## config.mk

```make
export PLATFORM = sky130hd
export DESIGN_NAME = decode_stage
export DESIGN_NICKNAME = d
export VERILOG_FILES = /design/src/rtl/decode_stage.sv
export SDC_FILE = /design/constraint.sdc
export NUM_CORES = 1
export LEC_CHECK = 0
export BUFFER_PORTS_ARGS = -buffer_cell sky130_fd_sc_hd__buf_2
export CAP_MARGIN = 25
export CORE_ASPECT_RATIO = 1.5
export CORE_MARGIN = 1
export CORE_UTILIZATION = 59
export CTS_CLUSTER_DIAMETER = 80
export CTS_CLUSTER_SIZE = 25
export DETAILED_ROUTE_END_ITERATION = 6
export PLACE_DENSITY_LB_ADDON = 0.3
export SETUP_SLACK_MARGIN = 0.02
export SYNTH_ARGS = -nofsm -noshare
export SYNTH_HDL_FRONTEND = slang
export SYNTH_SLANG_ARGS = --single-unit
```

## constraint.sdc

```tcl
create_clock -name clk -period 8.3 [get_ports clk]
set_clock_uncertainty 0.2 [all_clocks]
set_input_delay 1.66 -clock clk [delete_from_list [all_inputs] [get_ports clk]]
set_output_delay 1.66 -clock clk [all_outputs]
set_load 0.01 [all_outputs]
```

## src/rtl/decode_stage.sv

```systemverilog
// RV32I decode stage: DEPTH-entry instruction queue feeding a registered decode bundle.
// Optional DECODE_STAGE_ILLEGAL_EN adds an illegal-instruction output.
package decode_pkg;
  // Register ops use {f7[5],f3} directly as the ALU code.
  localparam logic [3:0] ALU_ADD = 4'b0000;
  localparam logic [3:0] ALU_LUI = 4'b1010;

  typedef struct packed {
    logic [4:0]  rd;
    logic [4:0]  rs1;
    logic [4:0]  rs2;
    logic [31:0] imm;
    logic [3:0]  alu_op;
    logic [2:0]  f3;
    logic        alu_pc;
    logic        alu_imm;
    logic        alu_we;
    logic        j;
    logic        br;
    logic        ld;
    logic        st;
`ifdef DECODE_STAGE_ILLEGAL_EN
    logic        illegal;
`endif
  } id_ex_t;
endpackage

module decode_stage
  import decode_pkg::*;
#(
  parameter int DEPTH = 2,
  parameter int PC_W  = 32,
  parameter int CNT_W = $clog2(DEPTH+1)
) (
  input  logic            clk,
  input  logic            rst,
  input  logic            flush,
  input  logic            in_valid,
  output logic            in_ready,
  input  logic [31:0]     in_inst,
  input  logic [PC_W-1:0] in_pc,
  output logic            out_valid,
  input  logic            out_ready,
  output logic [PC_W-1:0] out_pc,
  output logic [4:0]      rd,
  output logic [4:0]      rs1,
  output logic [4:0]      rs2,
  output logic [31:0]     imm,
  output logic [3:0]      alu_op,
  output logic [2:0]      f3,
  output logic            alu_pc,
  output logic            alu_imm,
  output logic            alu_we,
  output logic            j,
  output logic            br,
  output logic            ld,
  output logic            st,
`ifdef DECODE_STAGE_ILLEGAL_EN
  output logic            illegal,
`endif
  output logic [CNT_W-1:0] count
);
  localparam int PW = (DEPTH > 1) ? $clog2(DEPTH) : 1;

  logic [31:0]     qi [DEPTH];
  logic [PC_W-1:0] qp [DEPTH];
  logic [PW-1:0]   wp, rp;
  logic            push, pop;
  logic [31:0]     inst;
  id_ex_t          d, b;

  assign in_ready = (count != CNT_W'(DEPTH));
  assign push = in_valid && in_ready && !flush;
  assign pop  = (count != '0) && (!out_valid || out_ready) && !flush;
  assign inst = qi[rp];

  always_ff @(posedge clk) begin
    if (push) begin
      qi[wp] <= in_inst;
      qp[wp] <= in_pc;
    end
  end

  always_ff @(posedge clk or posedge rst) begin
    if (rst) begin
      wp    <= '0;
      rp    <= '0;
      count <= '0;
    end else if (flush) begin
      wp    <= '0;
      rp    <= '0;
      count <= '0;
    end else begin
      if (push) wp <= wp + 1'b1;
      if (pop)  rp <= rp + 1'b1;
      count <= count + CNT_W'(push) - CNT_W'(pop);
    end
  end

  logic [6:0] opc;
  logic is_op, is_opi, is_ld, is_st;
  logic is_br, is_jal, is_jalr, is_lui, is_aui;

  assign opc     = inst[6:0];
  assign is_op   = (opc == 7'b0110011);
  assign is_opi  = (opc == 7'b0010011);
  assign is_ld   = (opc == 7'b0000011);
  assign is_st   = (opc == 7'b0100011);
  assign is_br   = (opc == 7'b1100011);
  assign is_jal  = (opc == 7'b1101111);
  assign is_jalr = (opc == 7'b1100111);
  assign is_lui  = (opc == 7'b0110111);
  assign is_aui  = (opc == 7'b0010111);

  logic [31:0] imm_i, imm_s, imm_b, imm_u, imm_j;
  assign imm_i = {{20{inst[31]}}, inst[31:20]};
  assign imm_s = {{20{inst[31]}}, inst[31:25], inst[11:7]};
  assign imm_b = {{19{inst[31]}}, inst[31], inst[7],
                  inst[30:25], inst[11:8], 1'b0};
  assign imm_u = {inst[31:12], 12'b0};
  assign imm_j = {{11{inst[31]}}, inst[31], inst[19:12],
                  inst[20], inst[30:21], 1'b0};

`ifdef DECODE_STAGE_ILLEGAL_EN
  logic [6:0] f7;
  logic       ill;
  assign f7  = inst[31:25];
  assign ill = (inst[1:0] != 2'b11)
    || !(is_op || is_opi || is_ld || is_st || is_br
         || is_jal || is_jalr || is_lui || is_aui)
    || (is_op && f7 != 7'b0000000 && f7 != 7'b0100000);
`endif

  always_comb begin
    d     = '0;
    d.rd  = inst[11:7];
    d.rs1 = inst[19:15];
    d.rs2 = inst[24:20];
    d.f3  = inst[14:12];
    unique case (1'b1)
      is_op: begin
        d.alu_we = 1'b1;
        d.alu_op = {inst[30], inst[14:12]};
      end
      is_opi: begin
        d.alu_imm = 1'b1;
        d.alu_we  = 1'b1;
        d.imm     = imm_i;
        // Only SRAI distinguishes itself through f7[5].
        d.alu_op  = {(inst[14:12] == 3'b101) & inst[30], inst[14:12]};
      end
      is_ld: begin
        d.ld      = 1'b1;
        d.alu_imm = 1'b1;
        d.alu_op  = ALU_ADD;
        d.imm     = imm_i;
      end
      is_st: begin
        d.st      = 1'b1;
        d.alu_imm = 1'b1;
        d.alu_op  = ALU_ADD;
        d.imm     = imm_s;
      end
      is_br: begin
        d.br      = 1'b1;
        d.alu_pc  = 1'b1;
        d.alu_imm = 1'b1;
        d.alu_op  = ALU_ADD;
        d.imm     = imm_b;
      end
      is_jal: begin
        d.j       = 1'b1;
        d.alu_pc  = 1'b1;
        d.alu_imm = 1'b1;
        d.alu_op  = ALU_ADD;
        d.imm     = imm_j;
      end
      is_jalr: begin
        d.j       = 1'b1;
        d.alu_imm = 1'b1;
        d.alu_op  = ALU_ADD;
        d.imm     = imm_i;
      end
      is_lui: begin
        d.alu_imm = 1'b1;
        d.alu_we  = 1'b1;
        d.alu_op  = ALU_LUI;
        d.imm     = imm_u;
      end
      is_aui: begin
        d.alu_pc  = 1'b1;
        d.alu_imm = 1'b1;
        d.alu_we  = 1'b1;
        d.alu_op  = ALU_ADD;
        d.imm     = imm_u;
      end
      default: ;
    endcase
`ifdef DECODE_STAGE_ILLEGAL_EN
    if (ill) begin
      d.imm     = '0;
      d.alu_op  = '0;
      d.alu_pc  = 1'b0;
      d.alu_imm = 1'b0;
      d.alu_we  = 1'b0;
      d.j       = 1'b0;
      d.br      = 1'b0;
      d.ld      = 1'b0;
      d.st      = 1'b0;
      d.illegal = 1'b1;
    end
`endif
  end

  always_ff @(posedge clk or posedge rst) begin
    if (rst) begin
      out_valid <= 1'b0;
      out_pc    <= '0;
      b         <= '0;
    end else if (flush) begin
      out_valid <= 1'b0;
    end else if (pop) begin
      out_valid <= 1'b1;
      out_pc    <= qp[rp];
      b         <= d;
    end else if (out_ready) begin
      out_valid <= 1'b0;
    end
  end

  assign rd      = b.rd;
  assign rs1     = b.rs1;
  assign rs2     = b.rs2;
  assign imm     = b.imm;
  assign alu_op  = b.alu_op;
  assign f3      = b.f3;
  assign alu_pc  = b.alu_pc;
  assign alu_imm = b.alu_imm;
  assign alu_we  = b.alu_we;
  assign j       = b.j;
  assign br      = b.br;
  assign ld      = b.ld;
  assign st      = b.st;
`ifdef DECODE_STAGE_ILLEGAL_EN
  assign illegal = b.illegal;
`endif
endmodule

```

==> results by stage <==
Routing:
- The post-route antenna net violation count is 0.
- The pre-antenna-repair detailed-routing pass consisted of 4 iterations.
- The count of routing violations after the opening detailed-route iteration is 236.
- The total detailed-routing wirelength is roughly 18000 um.
- In the routed design, unresolved DRC markers number 0.
- In the final routed layout, each cell accounts on average for between 15 and 20 um.
- The mean number of vias per cell is around 5.6.
- For this block, the via count after detailed routing is between 5000 and 6000.

Placed design:
- The final RePlAce weighted congestion is between 0.8 and 0.9.
- Buffers placed on the I/O ports in this run total approximately 170.
- The pre-CTS worst setup slack is 4.23 ns.
- The HPWL after detailed placement is 12200 um.
- The number of placed instances, taps included, is between 900 and 1000.

Status:
- The flow ran to the end, and the final reports show no timing, DRC or antenna violations.

Layout:
- For this run, the share of the core covered by cells in the final layout is 0.701.
- The most common cell after layout, fill and taps aside is sky130_fd_sc_hd__buf_2.
- The number of diodes is 0.
- Of the cells placed in the final design, the portion with a size suffix greater than 1 is 0.291.
- In the layout the commonest cells are sky130_fd_sc_hd__buf_2, sky130_fd_sc_hd__edfxtp_1, sky130_fd_sc_hd__nand2_1.
- Fill cells in the final layout number 1018.
- The growth of design area from synthesis to finish is 16.0%.
- In the final layout, the multi-input gates occupy approximately 2300 um^2.
- The finished layout holds 973 standard cells, fillers aside.
- The net count of the finished layout is roughly 840.
- Summing all flip-flop and latch instances after layout gives about 6300 um^2.

Timing:
- Setup repair after global routing left no endpoint under its margin.
- The highest attainable clock frequency is 0.271 GHz.
- The number of hold violations in the final report is 0.
- Subtracting the final worst setup slack from the clock period gives ~3.7 ns.
- The count of final max-slew check failures is 0.
- The sum of negative setup slack is 0 ns.
- In the post-route analysis, the smallest setup slack over all paths is around 4.6 ns.
- In the finished design, the share of the clock period the worst path needs comes to 0.445.
- For the pin with the worst max-slew slack, the measured transition is slightly above 0.9 ns.
- Setup violations remaining at the end of the flow were counted as 0.
- Measured against its own limit, the worst slew margin works out to 0.393.

Hold path:
- Along the worst hold path, the cell count comes to 2.
- The worst hold path belongs to the class reg2reg.
- The endpoint of the worst hold path is ld.
- The hold path startpoint is ld.

Global route:
- The number of antenna violations at the first check in global routing is 1.
- The largest net degree at the start of global routing is 81.
- The first global-routing pass estimated approximately 28000 um of wire.
- The total congestion overflow is 0.
- Across every metal layer, demand over resource in global routing totals 0.238.
- The via count of the first global-routing pass is between 5000 and 6000.

Worst setup path:
- The largest incremental delay on the critical path is between 0.7 and 0.8 ns.
- The reg-to-reg startpoint is rp.
- STA classifies the critical path endpoint as a register.
- The critical path starts at rp.
- For flop-to-flop paths, the worst setup slack is approximately 4.6 ns.
- The highest fanout seen on the critical path is 64.
- Data arrives at the worst endpoint at a little under 4 ns.
- The critical path in this run is classified as reg2reg.
- The count of cells along the worst register-to-register path is 7.
- The cell with the largest stage delay on the worst path is sky130_fd_sc_hd__buf_4.
- The worst register-to-register path ends at imm[31].
- STA puts the critical path data required time at 8.46 ns.
- The critical path goes through buf_4 -> and4b_1 -> o22ai_2 -> inv_2 -> o31ai_4 -> buf_8 -> o21ai_0.
- The worst setup path is launched from a register.

Logic synthesis:
- The synthesized area divided by synthesized cell count is between 10 and 15 um^2.
- After technology mapping, the gate count stands at 614.
- Of all cell types, the one taking the most synthesized area is sky130_fd_sc_hd__edfxtp_1.
- The number of enable-type register cells in the synthesized netlist is roughly 130.
- The number of nets handed over by synthesis was 685.
- Of the synthesized area, sequential elements account for 0.718.
- The synthesized design contains roughly 230 register bits.
- For this run, the number of Yosys warnings is 0.
- The area of the mapped netlist is a little under 9000 um^2.
- The number of distinct library cells after synthesis is 52.
- The fraction of synthesis flops using an asynchronous set or reset pin is 0.434.
- Of the post-synthesis cell area, the dominant cell type holds 0.438.
- The predominant post-synthesis flop cell is sky130_fd_sc_hd__edfxtp_1.
- After synthesis, the cell types taking the most area are sky130_fd_sc_hd__edfxtp_1, sky130_fd_sc_hd__dfrtp_1, sky130_fd_sc_hd__mux2i_1, sky130_fd_sc_hd__nand2_1, sky130_fd_sc_hd__o21ai_0.

Power and ir drop:
- Summed over all cells, the static leakage comes to approximately 0.0042 uW.
- The design draws 2950 uW.
- For this design the ratio of total power to cell area is a little under 300 nW/um^2.
- The worst-case vdd ir drop is approximately 0.00024 V.

CTS:
- The total of hold buffers inserted after clock tree synthesis is 0.
- The clock latency of the later-clocked register in the worst-skew pair is 0.48 ns.
- After clock tree synthesis, the clock-pin slew on the worst setup and hold paths is ~0.10 ns.
- The number of clock buffers added by TritonCTS is 13.
- The number of clock sinks is 226.
- TritonCTS built the clock tree.
- The post-cts resize count is 0.
- The count of H-tree levels built during CTS is 1.
- Post-CTS timing repair inserted 0 buffers for setup.
- The maximum clock insertion buffer count is 3.
- The clock root buffer is sky130_fd_sc_hd__clkbuf_16.

Die:
- The number of rows created at floorplan is between 50 and 60.
- The core region is about 15000 um^2.
- The die is 151 um tall.
- The initial core utilization is 0.604.
- The die is a little over 100 um wide.
- The number of I/O pins is roughly 170.
- The total die area is 15400 um^2.

Flow run:
- The total of max-cap violations is 0.
[cells in the mapped netlist, types with 7 or more instances]
cell type	n
sky130_fd_sc_hd__mux2_2	15
sky130_fd_sc_hd__inv_1	8
sky130_fd_sc_hd__o21ai_0	49
sky130_fd_sc_hd__nand2_1	101
sky130_fd_sc_hd__a22oi_2	11
sky130_fd_sc_hd__clkbuf_1	18
sky130_fd_sc_hd__buf_2	8
sky130_fd_sc_hd__mux2i_1	47
sky130_fd_sc_hd__a22oi_1	27
sky130_fd_sc_hd__edfxtp_1	128
sky130_fd_sc_hd__a22o_1	7
sky130_fd_sc_hd__nor2_1	18
sky130_fd_sc_hd__dfrtp_1	98
[logic make-up after synthesis]
kind of cell / after synthesis / synth area share
buffers and inverters: 40 / 0.0217
adder cells (fa/ha/maj): 2 / 0.00285
flip-flops: 226 / 0.718
XOR/XNOR: 4 / 0.00399
multiplexers: 62 / 0.0729
AND/OR/NAND/NOR: 149 / 0.0753
AO/OA/AOI/OAI: 131 / 0.106
[worst max path at each step]
stage | to | slack, ns | cells after the start
after floorplan | qi[0][0] | 2.91 | 3
after global placement | imm[20] | 4.33 | 7
after detailed placement | imm[14] | 4.23 | 7
after CTS | imm[14] | 4.26 | 6
after global routing | imm[31] | 4.42 | 7
final | imm[31] | 4.61 | 7
[registers in the layout, summed over array words and instances, names as in the netlist, 2 cells and up]
register  count
qi           64
count         2
f3            3
rs1           5
alu_op        4
out_pc       32
rd            5
imm          32
qp           64
rs2           5
[through the flow]
| stage | hold WS, ns | area (um^2) |
|---|---|---|
| floorplan | 0.305 | 8770 |
| global placement | 0.255 | 9770 |
| detailed placement | 0.263 | 9780 |
| CTS | 0.286 | 10200 |
| global route | 0.299 | 10200 |
| finish | 0.280 | 10200 |
[where the power goes]
part	switching, uW	internal [uW]
Combinational	479	293
Sequential	119	1410
Clock	352	303
[layer usage]
layer,GRT usage,routed length (um),vias up
met5,0,0,-
met4,0.0761,361,0
met3,0.0411,1050,34
met2,0.432,9610,193
met1,0.284,7000,2664
li1,-,-,2561
[layout make-up]
class                           instances  area share
Clock buffer                           19      0.0342
Clock inverter                          2     0.00381
Inverter                                9     0.00356
Multi-Input combinational cell        348       0.228
Sequential cell                       226       0.619
Tap cell                              196      0.0241
Timing Repair Buffer                  173      0.0877
[worst max-delay path, delay by kind of cell (launching register included)]
kind / cells / cell delay [ns]
buffers and inverters: 3 / 1.25
AO/OA/AOI/OAI: 3 / 1.11
flip-flops: 1 / 0.65
AND/OR/NAND/NOR: 1 / 0.32
Power figures use the tool's default switching activity.
